--- config.mk ---
export PLATFORM = sky130hd
export DESIGN_NAME = bsg_manycore_pod_reset_tag_gen
export DESIGN_NICKNAME = d
export VERILOG_FILES = /design/src/rtl/bsg_manycore_pod_reset_tag_gen.sv
export SDC_FILE = /design/constraint.sdc
export NUM_CORES = 1
export LEC_CHECK = 0
export ABC_CLOCK_PERIOD_IN_PS = 4600
export BUFFER_PORTS_ARGS = -buffer_cell sky130_fd_sc_hd__buf_2
export CORE_AREA = 2 2 60 45
export CTS_CLUSTER_SIZE = 40
export DETAILED_ROUTE_END_ITERATION = 8
export DIE_AREA = 0 0 62 47
export PLACE_DENSITY_LB_ADDON = 0.25
export SLEW_MARGIN = 20
export SYNTH_ARGS = -nofsm -noshare
export SYNTH_HDL_FRONTEND = slang
export SYNTH_SLANG_ARGS = --single-unit
--- constraint.sdc ---
create_clock -name clk_i -period 4.6 [get_ports clk_i]
set_input_delay 0.23 -clock clk_i [delete_from_list [all_inputs] [get_ports clk_i]]
set_output_delay 0.23 -clock clk_i [all_outputs]
set_load 0.01 [all_outputs]
--- src/rtl/bsg_manycore_pod_reset_tag_gen.sv ---
// bsg_manycore_pod_reset_tag_gen
// Serial bsg_tag packet generator for the per-pod reset clients. After reset it
// clears every pod client, asserts every pod reset, holds, then releases them in
// pod order. After that it serves host writes of a single pod's reset payload.
module bsg_manycore_pod_reset_tag_gen #(
  parameter int unsigned num_pods_x_p        = 2,
  parameter int unsigned num_pods_y_p        = 1,
  parameter int unsigned tag_els_p           = 4,
  parameter int unsigned tag_lg_width_p      = 1,
  parameter int unsigned tag_node_offset_p   = 0,
  parameter int unsigned payload_width_p     = 1,
  parameter int unsigned reset_hold_cycles_p = 16,
  parameter int unsigned idle_gap_p          = 4,
  localparam int unsigned NumPods = num_pods_x_p * num_pods_y_p,
  localparam int unsigned PodW    = (NumPods > 1) ? $clog2(NumPods) : 1
) (
  input  logic                       clk_i,
  input  logic                       reset_i,
  input  logic                       cmd_v_i,
  input  logic [PodW-1:0]            cmd_pod_id_i,
  input  logic [payload_width_p-1:0] cmd_data_i,
  output logic                       cmd_ready_o,
  output logic                       tag_data_o,
  output logic                       init_done_o,
  output logic                       busy_o,
  output logic                       err_o
);

  localparam int unsigned IdW      = (tag_els_p > 1) ? $clog2(tag_els_p) : 1;
  // start + node id + data_not_reset + length + payload
  localparam int unsigned PktW     = 2 + IdW + tag_lg_width_p + payload_width_p;
  localparam int unsigned BitCntW  = $clog2(PktW);
  localparam int unsigned GapCntW  = (idle_gap_p > 1) ? $clog2(idle_gap_p) : 1;
  localparam int unsigned HoldCntW = (reset_hold_cycles_p > 1) ? $clog2(reset_hold_cycles_p) : 1;
  localparam int unsigned DnrPos   = 1 + IdW;
  localparam int unsigned LenLsb   = 2 + IdW;
  localparam int unsigned PayLsb   = 2 + IdW + tag_lg_width_p;

  localparam logic [BitCntW-1:0]        BitLast  = BitCntW'(PktW - 1);
  localparam logic [GapCntW-1:0]        GapLast  = GapCntW'(idle_gap_p - 1);
  localparam logic [HoldCntW-1:0]       HoldLast = HoldCntW'(reset_hold_cycles_p - 1);
  localparam logic [PodW-1:0]           PodLast  = PodW'(NumPods - 1);
  localparam logic [tag_lg_width_p-1:0] LenVal   = tag_lg_width_p'(payload_width_p);

  typedef enum logic [2:0] {
    StLead, StClr, StAssert, StHold, StDeassert, StIdle, StSend, StGap
  } state_e;

  state_e                     r_state, w_state_next;
  logic [BitCntW-1:0]         r_bit_cnt, w_bit_cnt_next;
  logic [GapCntW-1:0]         r_gap_cnt, w_gap_cnt_next;
  logic [HoldCntW-1:0]        r_hold_cnt, w_hold_cnt_next;
  logic [PodW-1:0]            r_pod, w_pod_next;
  // Power-on packet states alternate between a packet phase and a gap phase.
  logic                       r_in_gap, w_in_gap_next;
  logic                       r_init_done, w_init_done_next;
  logic                       r_err, w_err_next;
  logic                       r_tag;
  logic [PktW-1:0]            r_shift;

  logic                       w_load;
  logic                       w_shift;
  logic                       w_cmd_ready;
  logic                       w_busy;
  logic                       w_cmd_id_ok;
  logic [PodW-1:0]            w_ld_pod;
  logic [IdW-1:0]             w_ld_id;
  logic                       w_ld_dnr;
  logic [payload_width_p-1:0] w_ld_payload;
  logic [PktW-1:0]            w_packet;

  assign w_cmd_id_ok = (32'(cmd_pod_id_i) < NumPods);
  assign w_ld_id     = IdW'(tag_node_offset_p + 32'(w_ld_pod));

  // Assemble the packet to load; bit 0 goes out first.
  always_comb begin
    w_packet                                = '0;
    w_packet[0]                             = 1'b1;
    w_packet[1 +: IdW]                      = w_ld_id;
    w_packet[DnrPos]                        = w_ld_dnr;
    w_packet[LenLsb +: tag_lg_width_p]      = LenVal;
    w_packet[PayLsb +: payload_width_p]     = w_ld_payload;
  end

  // Sequencer next-state, counters and combinational outputs.
  always_comb begin
    w_state_next     = r_state;
    w_bit_cnt_next   = r_bit_cnt;
    w_gap_cnt_next   = r_gap_cnt;
    w_hold_cnt_next  = r_hold_cnt;
    w_pod_next       = r_pod;
    w_in_gap_next    = r_in_gap;
    w_init_done_next = r_init_done;
    w_err_next       = 1'b0;
    w_load           = 1'b0;
    w_shift          = 1'b0;
    w_cmd_ready      = 1'b0;
    w_busy           = 1'b0;

    unique case (r_state)
      StLead: begin
        if (r_gap_cnt == GapLast) begin
          w_state_next   = StClr;
          w_pod_next     = '0;
          w_in_gap_next  = 1'b0;
          w_bit_cnt_next = '0;
          w_gap_cnt_next = '0;
          w_load         = 1'b1;
        end else begin
          w_gap_cnt_next = r_gap_cnt + 1'b1;
        end
      end

      StClr, StAssert, StDeassert: begin
        w_busy = 1'b1;
        if (!r_in_gap) begin
          if (r_bit_cnt == BitLast) begin
            w_in_gap_next  = 1'b1;
            w_gap_cnt_next = '0;
          end else begin
            w_bit_cnt_next = r_bit_cnt + 1'b1;
            w_shift        = 1'b1;
          end
        end else if (r_gap_cnt != GapLast) begin
          w_gap_cnt_next = r_gap_cnt + 1'b1;
        end else if (r_pod != PodLast) begin
          w_pod_next     = r_pod + 1'b1;
          w_in_gap_next  = 1'b0;
          w_bit_cnt_next = '0;
          w_load         = 1'b1;
        end else if (r_state == StClr) begin
          w_state_next   = StAssert;
          w_pod_next     = '0;
          w_in_gap_next  = 1'b0;
          w_bit_cnt_next = '0;
          w_load         = 1'b1;
        end else if (r_state == StAssert) begin
          w_state_next    = StHold;
          w_hold_cnt_next = '0;
        end else begin
          w_state_next     = StIdle;
          w_init_done_next = 1'b1;
        end
      end

      StHold: begin
        if (r_hold_cnt == HoldLast) begin
          w_state_next   = StDeassert;
          w_pod_next     = '0;
          w_in_gap_next  = 1'b0;
          w_bit_cnt_next = '0;
          w_load         = 1'b1;
        end else begin
          w_hold_cnt_next = r_hold_cnt + 1'b1;
        end
      end

      StIdle: begin
        w_cmd_ready = 1'b1;
        if (cmd_v_i) begin
          if (w_cmd_id_ok) begin
            w_state_next   = StSend;
            w_bit_cnt_next = '0;
            w_load         = 1'b1;
          end else begin
            // Out-of-range pod: swallow the command and flag it.
            w_err_next = 1'b1;
          end
        end
      end

      StSend: begin
        w_busy = 1'b1;
        if (r_bit_cnt == BitLast) begin
          w_state_next   = StGap;
          w_gap_cnt_next = '0;
        end else begin
          w_bit_cnt_next = r_bit_cnt + 1'b1;
          w_shift        = 1'b1;
        end
      end

      StGap: begin
        w_busy = 1'b1;
        if (r_gap_cnt == GapLast) begin
          w_state_next = StIdle;
        end else begin
          w_gap_cnt_next = r_gap_cnt + 1'b1;
        end
      end
    endcase
  end

  // Packet contents follow the state being entered when a packet is loaded.
  always_comb begin
    w_ld_pod     = (w_state_next == StSend) ? cmd_pod_id_i : w_pod_next;
    w_ld_dnr     = 1'b1;
    w_ld_payload = '0;
    case (w_state_next)
      StClr: begin
        w_ld_dnr     = 1'b0;
        w_ld_payload = '1;
      end
      StAssert: w_ld_payload = payload_width_p'(1);
      StSend:   w_ld_payload = cmd_data_i;
      default:  w_ld_payload = '0;
    endcase
  end

  // State, counters and the registered serial output.
  always_ff @(posedge clk_i) begin
    if (reset_i) begin
      r_state     <= StLead;
      r_bit_cnt   <= '0;
      r_gap_cnt   <= '0;
      r_hold_cnt  <= '0;
      r_pod       <= '0;
      r_in_gap    <= 1'b0;
      r_init_done <= 1'b0;
      r_err       <= 1'b0;
      r_tag       <= 1'b0;
      r_shift     <= '0;
    end else begin
      r_state     <= w_state_next;
      r_bit_cnt   <= w_bit_cnt_next;
      r_gap_cnt   <= w_gap_cnt_next;
      r_hold_cnt  <= w_hold_cnt_next;
      r_pod       <= w_pod_next;
      r_in_gap    <= w_in_gap_next;
      r_init_done <= w_init_done_next;
      r_err       <= w_err_next;
      if (w_load) begin
        r_tag   <= w_packet[0];
        r_shift <= w_packet >> 1;
      end else if (w_shift) begin
        r_tag   <= r_shift[0];
        r_shift <= r_shift >> 1;
      end else begin
        r_tag <= 1'b0;
      end
    end
  end

  assign tag_data_o  = r_tag;
  assign cmd_ready_o = w_cmd_ready;
  assign busy_o      = w_busy;
  assign init_done_o = r_init_done;
  assign err_o       = r_err;

endmodule

Yosys cells after proc, flatten, opt, wreduce, memory -nomap -nowiden
Cells that the tools add are included. Widths: inputs -> output; s select.

Bits in registers: 21. Bits in latches: 0. Memory bits (writable): 0. ROM bits: 0. Input port bits: 5. Output and inout bits: 5. Logic and storage cells: 126. Memories: 0.

Add/sub/neg operators: 4. $mul: 0. Divide/modulo/power cells: 0. $lt $le $gt $ge: 0. Eq/ne operators: 27. Shifts and indexed selects: 0. Multiplexer cells: 67. Bitwise operators: 3. Reduce and logical (&&, ||, !) cells: 15.

Operator list (count): $mux 3 (18); $mux 1 (27); $mux 4 (6); $ne 2x2->1 const B (11); $eq 3x3->1 const B (6); $pmux 3 s6 (1); $pmux 3 s5 (1); $reduce_and 6->1 (2); $mux 2 (5); $mux 5 (2); $eq 3x2->1 const B (3); $pmux 2 s4 (1); $pmux 4 s2 (1); $reduce_and 7->1 (1); $eq 3x1->1 const B (2); $ne 3x3->1 const B (2); $pmux 1 s3 (2); $reduce_and 3->1 (2); $reduce_bool 5->1 (1); $reduce_or 5->1 (1); $add 4x1->4 const B (1); $eq 4x4->1 const B (1); $ne 4x4->1 const B (1); $pmux 1 s2 (2); 12 further kinds (16).

Depth between registers and ports, before layout
Gate-level depths: netlist of the first run.

Depth after elaboration: 11. Depth in mapped cells: 9. Depth with buffers taken out: 8.

Worst setup path after synthesis of the first run
No wires, ideal clock.

Path type: register -> register. Start point: register r_state[0]. End point: register r_shift[0]. Setup time: 0.137 ns. Arrival: 1.837 ns. Required time: 4.463 ns. Setup slack: 2.626 ns. Stages on the path, launching flop included: 10. Path buffers: 2. Period minus slack after synthesis: 1.974 ns. Cells stage by stage: dfxtp_1 > fa_1 > clkbuf_1 > inv_1 > nand2_1 > o221a_2 > buf_2 > nand2b_1 > a31oi_1 > a2111oi_2.

Cells in the longest elaborated chain, start to end: 10. Elaborated cells on any way between the ends: 35. Those cells by class: eq/ne: 8; mux: 24; reduce/logical: 3.

RTL lines: start: declaration (line 49) `state_e r_state, w_state_next;`; start signal: assignment (line 213) `r_state <= StLead;`; start signal: assignment (line 224) `r_state <= w_state_next;`; $eq 3x2->1 (line 100, 137); $mux 3 (line 137) `end else if (r_state == StAssert) begin`; $mux 3 (line 131) `end else if (r_state == StClr) begin`; $mux 3 (line 126) `end else if (r_pod != PodLast) begin`; $mux 3 (line 124) `end else if (r_gap_cnt != GapLast) begin`; $mux 3 (line 116) `if (!r_in_gap) begin`; $pmux 3 s6 (line 100) `unique case (r_state)`; $eq 3x3->1 (line 196) `w_ld_pod = (w_state_next == StSend) ? cmd_pod_id_i : w_pod_next;`; $mux 1 (line 196); $mux 5 (line 232) `if (w_load) begin`; end signal: assignment (line 234) `r_shift <= w_packet >> 1;`; end signal: assignment (line 237) `r_shift <= r_shift >> 1;`; end: declaration (line 59) `logic [PktW-1:0] r_shift;`.

Several ways; a longest one is shown, not always the timed one. A chain may end at the register's enable or synchronous reset.

Worst setup path in the final report of the first run
Start point: register r_state[2]. End point: register r_shift[0].

Same word-level chain as after synthesis.

==> results_tabular.tex, run 1 <==
\begin{tabular}{lr}
\hline
Metric & Value \\
\hline
\multicolumn{2}{l}{\textbf{STA}} \\
\quad Final clock period utilization by the worst path & 58.1\% \\
\quad Fmax & 0.374 GHz \\
\quad Hold Fails Final Rpt & 0 \\
\quad Number of slew-limit violations in the final report & 0 \\
\quad Slew @ Worst Pin & 782 ps \\
\quad Final hold slack & 257 ps \\
\quad Setup skew after layout & 5.89 ps \\
\quad Post-layout minimum cycle time & 2670 ps \\
\quad Setup TNS & 0 ps \\
\quad Setup Viol. Count Final & 0 \\
\quad RSZ-0062 raised after global routing & false \\
\quad Max-slew headroom at the worst pin & 47.8\% \\
\multicolumn{2}{l}{\textbf{Worst setup path}} \\
\quad Worst reg2reg path endpoint & r\_shift[0]\$\_SDFFE\_PP0P\_ \\
\quad Type of the setup path with the least slack & flip-flop to flip-flop \\
\quad Worst setup SP type & flip-flop \\
\quad Crit path max fanout & 24 \\
\quad Reg-to-reg critical path startpoint & r\_state[2]\$\_SDFF\_PP0\_ \\
\quad Data required time at the worst endpoint & 4820 ps \\
\quad Register-to-register setup slack & 1930 ps \\
\quad Depth of the most critical reg-to-reg path & 7 \\
\quad CP arrival & 2890 ps \\
\quad CP Capture Type & flip-flop \\
\multicolumn{2}{l}{\textbf{Synthesis}} \\
\quad Compound-gate portion of the synthesized area & 29.0\% \\
\quad Cell type contributing the most total cell area after synthesis & dfxtp\_1 \\
\quad Combinational family with the most area after synthesis & compound AO/OA/AOI/OAI gates \\
\quad Commonest register cell after synthesis & dfxtp\_1 \\
\quad Fraction of registers with async set or reset after synthesis & 0\% \\
\quad Post-synthesis share of cell area spent on xor and xnor gates & 1.12\% \\
\quad Fraction of post-synthesis cell area in the top cell type by area & 28.9\% \\
\quad Syn Nets & 191 \\
\quad Largest cells by area after synthesis & dfxtp\_1 29\%, nor2\_1 5.9\%, nand2\_1 3.9\%, ha\_1 3.4\%, a21oi\_1 3.1\% \\
\quad Number of instances in the synthesized netlist & 181 \\
\quad Number of enable flip-flop cells after synthesis & 0 \\
\quad Post-synthesis share of cell area spent on full adders, half adders and majority gates & 5.50\% \\
\quad Top cells by instance count after synthesis & 23 x nor2\_1, 21 x dfxtp\_1, 15 x nand2\_1 \\
\quad Simple logic cell fraction of the synthesized area & 24.1\% \\
\quad Synthesis-stage register bit count & 21 \\
\quad Total number of yosys warnings & 0 \\
\quad Post-synthesis average cell area & 8.04 sq um \\
\quad Sequential element share of the synthesized area & 28.9\% \\
\quad Netlist area before placement & 1460 sq um \\
\quad Most common cell in the synthesized netlist & nor2\_1 \\
\quad Multiplexer share of the synthesized area & 2.84\% \\
\quad Cell variety after synth & 56 \\
\multicolumn{2}{l}{\textbf{Detailed routing}} \\
\quad Overall via count from detail\_route & 1361 \\
\quad Vias per std cell & 6.36 \\
\quad Router iterations before antenna repair & 5 \\
\quad Number of design-rule violations left by the first detailed-router iteration & 133 \\
\quad Per-cell routed wire length & 15.2 um \\
\quad Aggregate routed wire length & 3260 um \\
\quad Remaining antenna violation count after routing & 0 \\
\quad Remaining design rule violation count & 0 \\
\multicolumn{2}{l}{\textbf{Clock network}} \\
\quad Clock root buffer & clkbuf\_4 \\
\quad Hold-fix buffer count after cts & 0 \\
\quad Number of clock buffers inserted by TritonCTS & 3 \\
\quad Clock-pin slew of the registers on the worst-case setup and hold paths & 130 ps \\
\quad Post-CTS setup-driven buffer insertion count & 0 \\
\quad Total of cells resized after clock tree synthesis & 0 \\
\quad Maximum clock path buffer count & 2 \\
\quad Clock tree from TritonCTS & done \\
\quad Clock network latency to the later pin of the worst-skew pair & 310 ps \\
\quad H-tree lvl count & 1 \\
\quad Number of clock sinks seen by CTS & 21 \\
\multicolumn{2}{l}{\textbf{Cells and area}} \\
\quad Share of cells above drive strength 1 & 12.2\% \\
\quad Count of inserted antenna diode cells & 0 \\
\quad Final nets & 191 \\
\quad P\&R area growth vs syn & 1.55\% \\
\multicolumn{2}{l}{\textbf{Die}} \\
\quad Overall die area & 2910 sq um \\
\quad Top Ports & 10 \\
\quad Row Count & 15 \\
\quad Die Y-Extent & 47 um \\
\quad Placeable core area & 2350 sq um \\
\quad Die Wd & 62 um \\
\quad Initial core utilization & 62.0\% \\
\multicolumn{2}{l}{\textbf{Worst hold path}} \\
\quad Hold endpoint & r\_shift[4]\$\_SDFFE\_PP0P\_ \\
\quad Number of stages on the worst hold path & 3 \\
\quad Hold Startpoint & cmd\_data\_i \\
\quad Worst hold path class & input pin to flip-flop \\
\multicolumn{2}{l}{\textbf{Pwr}} \\
\quad Leak pwr & 0.562 nW \\
\quad VDD IR max & 188 uV \\
\quad Total power divided by cell area & 270 nW/um\^{}2 \\
\multicolumn{2}{l}{\textbf{GRT}} \\
\quad Initial antenna violation count & 0 \\
\quad GRT Util Overall & 25.9\% \\
\quad Largest net degree at the start of global routing & 25 \\
\quad GRT overflow & 0 \\
\quad Global-route wire length before repair & 5490 um \\
\quad Via count of the first global-routing pass & 1129 \\
\multicolumn{2}{l}{\textbf{Place}} \\
\quad Placed wire-length estimate after detailed placement & 2390 um \\
\quad Number of input and output port buffers inserted & 8 \\
\quad Final weighted congestion of routability-driven global placement & 0.929 \\
\multicolumn{2}{l}{\textbf{Flow run}} \\
\quad Maximum capacitance violations & 0 \\
\multicolumn{2}{l}{\textbf{Run status}} \\
\quad Run status & completed \\
\hline
\end{tabular}
-- worst max-delay path, stage by stage, from the launching register on --
cell and delay (ps):
dfxtp_1 850, fa_1 470, inv_1 140, maj3_1 390, nand3_1 120, o21a_1 200, nor4_1 80, a2111oi_2 330
-- cell usage in the layout (no fill, tap or decap), types with 4 or more instances in the layout --
cell type	count
buf_2	8
inv_1	9
a31oi_1	4
nor2_1	23
o21ai_0	7
a21oi_1	9
nand3_1	9
and3_1	4
nand2_1	15
ha_1	4
dfxtp_1	21
-- sequential cells by signal, indices dropped and copies added, names as in the netlist --
name and flops:
r_in_gap 1, init_done_o 1, r_gap_cnt 2, r_pod 1
tag_data_o 1, r_bit_cnt 3, r_hold_cnt 4, r_shift 5
r_state 3
-- kinds of logic (layout without fill, tap and decap cells) --
| kind of cell | count (synthesis) | in the layout |
|---|---|---|
| and+or+nand+nor | 70 | 70 |
| adders and majority gates | 6 | 6 |
| AOI/OAI and AO/OA | 56 | 56 |
| xor gates and xnor gates | 1 | 1 |
| DFF | 21 | 21 |
| muxes | 4 | 4 |
| other | 1 | 1 |
| buffers and inverters | 22 | 21 |
-- cell type report --
type	count	area (sq um)
clock inverters	1	5.00
well taps	34	42.5
repair buffers	8	40.0
multi-input cells	138	913
flip-flops and latches	21	420
fillers	214	868
clock buffers	3	22.5
inverters	9	33.8
-- per-layer routing --
layer | track usage [%] | share of wire, % | vias to the layer above
li1 | - | - | 664
met1 | 39.8 | 48 | 611
met2 | 36.5 | 41 | 80
met3 | 6.61 | 9.9 | 6
met4 | 5.11 | 1.0 | 0
met5 | 0 | 0 | -
-- where the power goes --
group          leakage [nW]  internal (W)  total (W)  switching [W]
Combinational         0.374     0.0000409  0.0000973      0.0000565
Clock                0.0177     0.0000325  0.0000938      0.0000613
Sequential            0.170      0.000194   0.000207      0.0000137
Total                 0.562      0.000267   0.000399       0.000131
-- per-stage QoR --
stage | worst slack [ps] | power [W] | utilization [%] | std cells | instance area, sq um
3_5_place_dp | 2050 | 0.000307 | 61.8 | 210 | 1450
3_3_place_gp | 2180 | 0.000302 | 61.8 | 210 | 1450
2_1_floorplan | 2630 | 0.000291 | - | 181 | 1460
6_report | 1930 | 0.000399 | 63.0 | 214 | 1480
5_1_grt | 1770 | 0.000421 | 63.0 | 214 | 1480
4_1_cts | 2010 | 0.000399 | 63.0 | 214 | 1480
-- worst max path at each step --
stage                                from                      end  slack [ps]  depth (start not counted)
global route        r_state[2]$_SDFF_PP0_  r_shift[0]$_SDFFE_PP0P_        1770                          7
finish              r_state[2]$_SDFF_PP0_  r_shift[0]$_SDFFE_PP0P_        1930                          7
CTS                 r_state[2]$_SDFF_PP0_  r_shift[0]$_SDFFE_PP0P_        2010                          7
global placement    r_state[2]$_SDFF_PP0_  r_shift[0]$_SDFFE_PP0P_        2180                          7
floorplan           r_state[0]$_SDFF_PP0_  r_shift[0]$_SDFFE_PP0P_        2630                          9
detailed placement  r_state[2]$_SDFF_PP0_  r_shift[0]$_SDFFE_PP0P_        2050                          7
(Power assumes the default switching activity.)
==> run 2, diff against run 1 <==
- ABC_CLOCK_PERIOD_IN_PS: 4600 -> 2200
- CORE_AREA: 2 2 60 45 -> 2 2 66 49
- DIE_AREA: 0 0 62 47 -> 0 0 68 51
- clock period: 4.6 -> 2.2 ns (I/O delays scaled with it)
==> run 2 against run 1 <==
- clock power increased to 2.7 times the previous value
- via count increased by 2.4%
- sequential power increased by 110%
- wire length increased by 3.5%
- critical path depth unchanged
- combinational power increased by 150%
- worst setup slack got worse by 1800 ps
- register-to-register slack got worse by 1800 ps
==> results_tabular.tex, run 2 (synthesis results as in run 1) <==
\begin{tabular}{lr}
\hline
Metric & Value \\
\hline
\multicolumn{2}{l}{\textbf{Cells and area}} \\
\quad Top register by number of flip-flops & r\_shift \\
\quad Final nets & 201 \\
\quad P\&R area growth vs syn & 9.80\% \\
\quad Area of the multi-input gates & 920 sq um \\
\quad Post-Route Utilization & 54.4\% \\
\quad Fillers & 267 \\
\quad Area taken by flip-flops and latches & 423 sq um \\
\quad Flip-flop count of the largest register, all copies and words added & 5 \\
\quad Cell area after layout & 1600 sq um \\
\quad Most common cell after layout, fill and taps aside & nor2\_1 \\
\quad Commonest cells after routing, fill and taps aside & 23 x nor2\_1, 19 x dfxtp\_1, 15 x nand2\_1 \\
\quad Non-filler cells, final & 228 \\
\quad Count of inserted antenna diode cells & 0 \\
\quad Largest registers & r\_shift: 5 flops, r\_hold\_cnt: 4 flops \\
\quad Share of cells above drive strength 1 & 19.5\% \\
\multicolumn{2}{l}{\textbf{Place}} \\
\quad Final weighted congestion of routability-driven global placement & 0.890 \\
\quad Worst Setup Slack post-DPL & -7.14 ps \\
\quad Placed wire-length estimate after detailed placement & 2610 um \\
\quad Number of input and output port buffers inserted & 8 \\
\quad Cell area reported after detailed placement & 1540 sq um \\
\quad Total placed cells including tap cells & 224 \\
\multicolumn{2}{l}{\textbf{GRT}} \\
\quad GRT overflow & 0 \\
\quad Via count of the first global-routing pass & 1240 \\
\quad Initial antenna violation count & 0 \\
\quad Global-route wire length before repair & 5690 um \\
\quad GRT Util Overall & 21.6\% \\
\quad Largest net degree at the start of global routing & 23 \\
\multicolumn{2}{l}{\textbf{Pwr}} \\
\quad Clk pwr share & 27.4\% \\
\quad Proportion of power drawn by flip-flops and latches & 46.2\% \\
\quad Total power divided by cell area & 576 nW/um\^{}2 \\
\quad Combinational share of power & 26.4\% \\
\quad VDD IR max & 401 uV \\
\quad Sw frac & 30.5\% \\
\quad Reported net switching power & 0.000281 W \\
\quad Leak pwr & 0.619 nW \\
\quad Cell internal pwr & 0.000639 W \\
\multicolumn{2}{l}{\textbf{Die}} \\
\quad Die Wd & 68 um \\
\quad Row Count & 17 \\
\quad Initial core utilization & 49.6\% \\
\quad Overall die area & 3470 sq um \\
\quad Top Ports & 10 \\
\quad Die Y-Extent & 51 um \\
\quad Placeable core area & 2940 sq um \\
\multicolumn{2}{l}{\textbf{Detailed routing}} \\
\quad Vias per std cell & 6.11 \\
\quad Number of design-rule violations left by the first detailed-router iteration & 134 \\
\quad Remaining design rule violation count & 0 \\
\quad Router iterations before antenna repair & 4 \\
\quad Remaining antenna violation count after routing & 0 \\
\quad Overall via count from detail\_route & 1393 \\
\quad Aggregate routed wire length & 3380 um \\
\quad Per-cell routed wire length & 14.8 um \\
\multicolumn{2}{l}{\textbf{STA}} \\
\quad RSZ-0062 raised after global routing & false \\
\quad Setup skew after layout & 2.83 ps \\
\quad Fmax & 0.478 GHz \\
\quad Final clock period utilization by the worst path & 95.1\% \\
\quad Final hold slack & 253 ps \\
\quad Number of slew-limit violations in the final report & 0 \\
\quad Setup Viol. Count Final & 0 \\
\quad Hold Fails Final Rpt & 0 \\
\quad Post-layout minimum cycle time & 2090 ps \\
\quad Post-layout worst setup margin & 107 ps \\
\multicolumn{2}{l}{\textbf{Clock network}} \\
\quad Number of clock buffers inserted by TritonCTS & 3 \\
\quad Maximum clock path buffer count & 2 \\
\quad Hold-fix buffer count after cts & 0 \\
\quad Clock root buffer & clkbuf\_8 \\
\quad Clock tree from TritonCTS & done \\
\quad Clock network latency to the later pin of the worst-skew pair & 260 ps \\
\quad Clock-pin slew of the registers on the worst-case setup and hold paths & 80 ps \\
\quad H-tree lvl count & 1 \\
\quad Number of clock sinks seen by CTS & 21 \\
\multicolumn{2}{l}{\textbf{Worst setup path}} \\
\quad Data required time at the worst endpoint & 2340 ps \\
\quad Type of the setup path with the least slack & flip-flop to flip-flop \\
\quad Register-to-register setup slack & 110 ps \\
\quad CP arrival & 2230 ps \\
\quad Worst setup SP type & flip-flop \\
\quad CP Capture Type & flip-flop \\
\quad Crit path max fanout & 21 \\
\multicolumn{2}{l}{\textbf{Flow run}} \\
\quad Maximum capacitance violations & 0 \\
\multicolumn{2}{l}{\textbf{Worst hold path}} \\
\quad Worst hold path class & input pin to flip-flop \\
\multicolumn{2}{l}{\textbf{Run status}} \\
\quad Run status & completed \\
\hline
\end{tabular}
==> run 2: cell count changes in the layout (fill, tap and decap cells not counted) <==
cell,before,now
a21o_1,3,2
a21o_2,0,1
ha_2,0,1
buf_12,0,1
dfxtp_2,0,2
ha_1,4,3
clkbuf_8,0,3
buf_4,0,9
clkbuf_4,3,0
fa_1,1,0
dfxtp_1,21,19
fa_2,0,1
==> run 2: metrics by stage <==
stage / power [W] / TNS, ps
after global routing: 0.000975 / 0
after global placement: 0.000663 / 0
after CTS: 0.000927 / 0
after floorplan: 0.000608 / 0
final: 0.000920 / 0
after detailed placement: 0.000669 / -7.14
==> run 2: layout make-up <==
class	instances	area share [%]
clock buffer	3	2.58
tap	38	2.98
timing repair buffer	18	7.99
clock inverter	1	0.313
multi-input combinational	138	57.6
sequential	21	26.5
inverter	9	2.11
==> run 2: path summary, 6_finish.rpt <==
check / start / end / cells after the start
max: r_state[1]$_SDFF_PP0_ / r_shift[0]$_SDFFE_PP0P_ / 7
min: reset_i / r_pod$_SDFF_PP0_ / 2
max reg2reg: r_state[1]$_SDFF_PP0_ / r_shift[0]$_SDFFE_PP0P_ / 7
min reg2reg: r_shift[0]$_SDFFE_PP0P_ / tag_data_o$_SDFF_PP0_ / 2
==> run 2: what timing repair did <==
item / 4_1_cts / 5_1_grt
endpoints found under the setup margin: 2 / 5
buffers inserted: 0 / 0
gates resized for setup: 1 / 4
pin swaps: 0 / 0
==> run 2: power by group through the flow <==
| stage | logic, W | clock network, W | registers [W] |
|---|---|---|---|
| after floorplan | 0.000181 | 0 | 0.000427 |
| after global placement | 0.000232 | 0 | 0.000431 |
| after detailed placement | 0.000238 | 0 | 0.000432 |
| after CTS | 0.000239 | 0.000265 | 0.000423 |
| after global routing | 0.000270 | 0.000277 | 0.000428 |
| final | 0.000243 | 0.000252 | 0.000425 |
==> run 2: critical path, cell delays in order (launching register included) <==
cell and delay [ps]:
dfxtp_1 380, buf_12 180, or3b_1 440, o22ai_1 140, and3b_1 210, o21a_1 220, nor4_1 310, a2111oi_2 90
==> run 2: per-layer routing <==
metal	global-route usage (%)	part of all wire, %
met4	5.00	0.95
met3	6.17	7.5
met1	28.4	46
met2	34.8	45
met5	0	0
==> run 3, diff against run 2 <==
- ABC_AREA: default -> 1
- CORE_AREA: 2 2 66 49 -> 2 2 64 48
- CTS_BUF_LIST: default -> sky130_fd_sc_hd__clkbuf_4
- DIE_AREA: 0 0 68 51 -> 0 0 66 50
==> run 3 against run 2 <==
- via count shrank 5.0%
- synthesized cell count grew 14%
- sequential power rose by 13%
- design area fell by 3.1%
- total power is 26% higher
- critical endpoint unchanged
- largest cell class unchanged
- highest routed layer unchanged
==> results_tabular.tex, run 3 <==
\begin{tabular}{lr}
\hline
Metric & Value \\
\hline
\multicolumn{2}{l}{\textbf{Clock network}} \\
\quad Clock-pin slew of the registers on the worst-case setup and hold paths & 130 ps \\
\quad Post-CTS setup-driven buffer insertion count & 0 \\
\quad Maximum clock path buffer count & 2 \\
\quad H-tree lvl count & 1 \\
\quad Total of cells resized after clock tree synthesis & 0 \\
\quad Number of clock buffers inserted by TritonCTS & 3 \\
\quad Clock tree from TritonCTS & done \\
\quad Hold-fix buffer count after cts & 0 \\
\quad Clock network latency to the later pin of the worst-skew pair & 320 ps \\
\quad Number of clock sinks seen by CTS & 21 \\
\quad Clock root buffer & clkbuf\_4 \\
\multicolumn{2}{l}{\textbf{Pwr}} \\
\quad Power consumption & 0.00116 W \\
\quad Total power divided by cell area & 751 nW/um\^{}2 \\
\quad Leak pwr & 0.712 nW \\
\quad VDD IR max & 397 uV \\
\multicolumn{2}{l}{\textbf{Synthesis}} \\
\quad Total number of yosys warnings & 0 \\
\quad Netlist area before placement & 1460 sq um \\
\quad Synthesis-stage register bit count & 21 \\
\quad Top cells by instance count after synthesis & 43 x nand2\_1, 23 x inv\_1, 21 x dfxtp\_1, 19 x nor2\_1, 17 x nand3\_1 \\
\quad Largest cells by area after synthesis & dfxtp\_1 29\%, nand2\_1 11\%, inv\_1 5.9\%, nand3\_1 5.8\%, nor2\_1 4.9\% \\
\quad Syn Nets & 217 \\
\quad Number of enable flip-flop cells after synthesis & 0 \\
\quad Fraction of registers with async set or reset after synthesis & 0\% \\
\quad Cell variety after synth & 41 \\
\quad Fraction of post-synthesis cell area in the top cell type by area & 28.8\% \\
\quad Commonest register cell after synthesis & dfxtp\_1 \\
\quad Sequential element share of the synthesized area & 28.8\% \\
\quad Number of instances in the synthesized netlist & 207 \\
\quad Post-synthesis average cell area & 7.04 sq um \\
\quad Most common cell in the synthesized netlist & nand2\_1 \\
\quad Cell type contributing the most total cell area after synthesis & dfxtp\_1 \\
\multicolumn{2}{l}{\textbf{Die}} \\
\quad Initial core utilization & 54.3\% \\
\quad Placeable core area & 2680 sq um \\
\quad Top Ports & 10 \\
\quad Die Wd & 66 um \\
\quad Row Count & 16 \\
\quad Overall die area & 3300 sq um \\
\quad Die Y-Extent & 50 um \\
\multicolumn{2}{l}{\textbf{Detailed routing}} \\
\quad Routed wire length on met3 & 232 um \\
\quad Router iterations before antenna repair & 4 \\
\quad Sum of met2 wire segment lengths after detailed routing & 1340 um \\
\quad Highest Signal Layer & met4 \\
\quad Number of design-rule violations left by the first detailed-router iteration & 65 \\
\quad WL met1 & 1440 um \\
\quad Aggregate routed wire length & 3030 um \\
\quad Per-cell routed wire length & 12.1 um \\
\quad Vias per std cell & 5.30 \\
\quad Remaining antenna violation count after routing & 0 \\
\quad Remaining design rule violation count & 0 \\
\quad Overall via count from detail\_route & 1324 \\
\multicolumn{2}{l}{\textbf{Worst hold path}} \\
\quad Worst hold path class & input pin to flip-flop \\
\multicolumn{2}{l}{\textbf{Cells and area}} \\
\quad Cell area after layout & 1550 sq um \\
\quad Commonest cells after routing, fill and taps aside & 43 x nand2\_1, 23 x inv\_1, 21 x dfxtp\_1 \\
\quad Share of cells above drive strength 1 & 23.4\% \\
\quad Top register by number of flip-flops & r\_shift \\
\quad P\&R area growth vs syn & 6.18\% \\
\quad Largest registers & r\_shift: 5 flops, r\_hold\_cnt: 4 flops \\
\quad Count of inserted antenna diode cells & 0 \\
\quad Fillers & 255 \\
\quad Most common cell after layout, fill and taps aside & nand2\_1 \\
\quad Final nets & 225 \\
\quad Post-Route Utilization & 57.7\% \\
\quad Flip-flop count of the largest register, all copies and words added & 5 \\
\multicolumn{2}{l}{\textbf{STA}} \\
\quad Final clock period utilization by the worst path & 87.8\% \\
\quad Post-layout minimum cycle time & 1930 ps \\
\quad Setup Viol. Count Final & 0 \\
\quad Fmax & 0.517 GHz \\
\quad Final hold slack & 163 ps \\
\quad Hold Fails Final Rpt & 0 \\
\quad Setup TNS & 0 ps \\
\quad RSZ-0062 raised after global routing & false \\
\quad Number of slew-limit violations in the final report & 0 \\
\quad Setup skew after layout & 2.59 ps \\
\multicolumn{2}{l}{\textbf{Place}} \\
\quad Number of input and output port buffers inserted & 8 \\
\quad Placed wire-length estimate after detailed placement & 2380 um \\
\quad Final weighted congestion of routability-driven global placement & 0.951 \\
\quad Cell area reported after detailed placement & 1520 sq um \\
\multicolumn{2}{l}{\textbf{Worst setup path}} \\
\quad Type of the setup path with the least slack & flip-flop to flip-flop \\
\quad CP Capture Type & flip-flop \\
\quad Crit path max fanout & 10 \\
\quad Data required time at the worst endpoint & 2420 ps \\
\quad Worst setup SP type & flip-flop \\
\quad CP arrival & 2150 ps \\
\multicolumn{2}{l}{\textbf{Run status}} \\
\quad Run status & completed \\
\multicolumn{2}{l}{\textbf{GRT}} \\
\quad GRT overflow & 0 \\
\quad Global-route wire length before repair & 5220 um \\
\quad Via count of the first global-routing pass & 1228 \\
\quad Initial antenna violation count & 0 \\
\quad Largest net degree at the start of global routing & 19 \\
\quad GRT Util Overall & 20.3\% \\
\multicolumn{2}{l}{\textbf{Flow run}} \\
\quad Maximum capacitance violations & 0 \\
\hline
\end{tabular}
==> run 3: cell count changes in the layout (fill, tap and decap cells not counted), moves of 7 or more <==
cell / before / now
buf_4: 9 / 1
inv_1: 9 / 23
inv_2: 0 / 7
nand2_1: 15 / 43
nand2_2: 0 / 7
nand3_1: 9 / 17
==> run 3: logic make-up after synthesis <==
kind of cell | count (synthesis) | share of synthesized area, %
flops | 21 | 28.8
compound gates | 32 | 15.3
buf+inv | 38 | 10.8
other cells | 1 | 0.257
xor+xnor | 3 | 1.80
fa+ha+maj | 5 | 4.81
simple gates | 107 | 38.2
==> run 3: cell type report <==
| cell class | count | area (sq um) | share of cell area, % |
|---|---|---|---|
| Clock buffer | 3 | 22.5 | 1.46 |
| Clock inverter | 1 | 7.51 | 0.485 |
| Inverter | 32 | 125 | 8.08 |
| Multi-Input combinational cell | 148 | 880 | 56.8 |
| Sequential cell | 21 | 420 | 27.2 |
| Tap cell | 36 | 45.0 | 2.91 |
| Timing Repair Buffer | 9 | 47.5 | 3.07 |
==> run 3: power breakdown <==
| group | switching [W] | internal [W] | leakage (nW) | total, W |
|---|---|---|---|---|
| logic | 0.000305 | 0.000174 | 0.527 | 0.000479 |
| clock network | 0.000134 | 0.0000696 | 0.0139 | 0.000204 |
| registers | 0.0000451 | 0.000435 | 0.170 | 0.000480 |
==> run 3: layer usage <==
metal / up-vias / GRT usage [%]
met3: 4 / 5.48
li1: 682 / -
met2: 42 / 33.5
met4: 0 / 2.72
met1: 596 / 27.2
met5: - / 0
==> run 3: critical path, stage by stage (launching register included) <==
cell,delay (ps)
dfxtp_1,450
fa_1,510
inv_1,90
nand3_2,130
nand3b_1,210
nand2_2,130
nand3_1,80
nand2_1,60
nand3_1,60
nand2_1,70
a21oi_2,50
==> run 3: final timing paths <==
| path | from | endpoint | slack (ps) | cells after the start |
|---|---|---|---|---|
| hold reg to reg | r_shift[2]$_SDFFE_PP0P_ | r_shift[2]$_SDFFE_PP0P_ | 480 | 2 |
| setup reg to reg | r_state[0]$_SDFF_PP0_ | r_shift[0]$_SDFFE_PP0P_ | 270 | 10 |
| hold / removal | reset_i | r_state[2]$_SDFF_PP0_ | 160 | 2 |
| setup / recovery | r_state[0]$_SDFF_PP0_ | r_shift[0]$_SDFFE_PP0P_ | 270 | 10 |
==> run 3: through the flow <==
stage               std cells  setup WS, ps
floorplan                 207           518
global placement          246           279
detailed placement        246           295
CTS                       250           269
global route              250           109
finish                    250           268
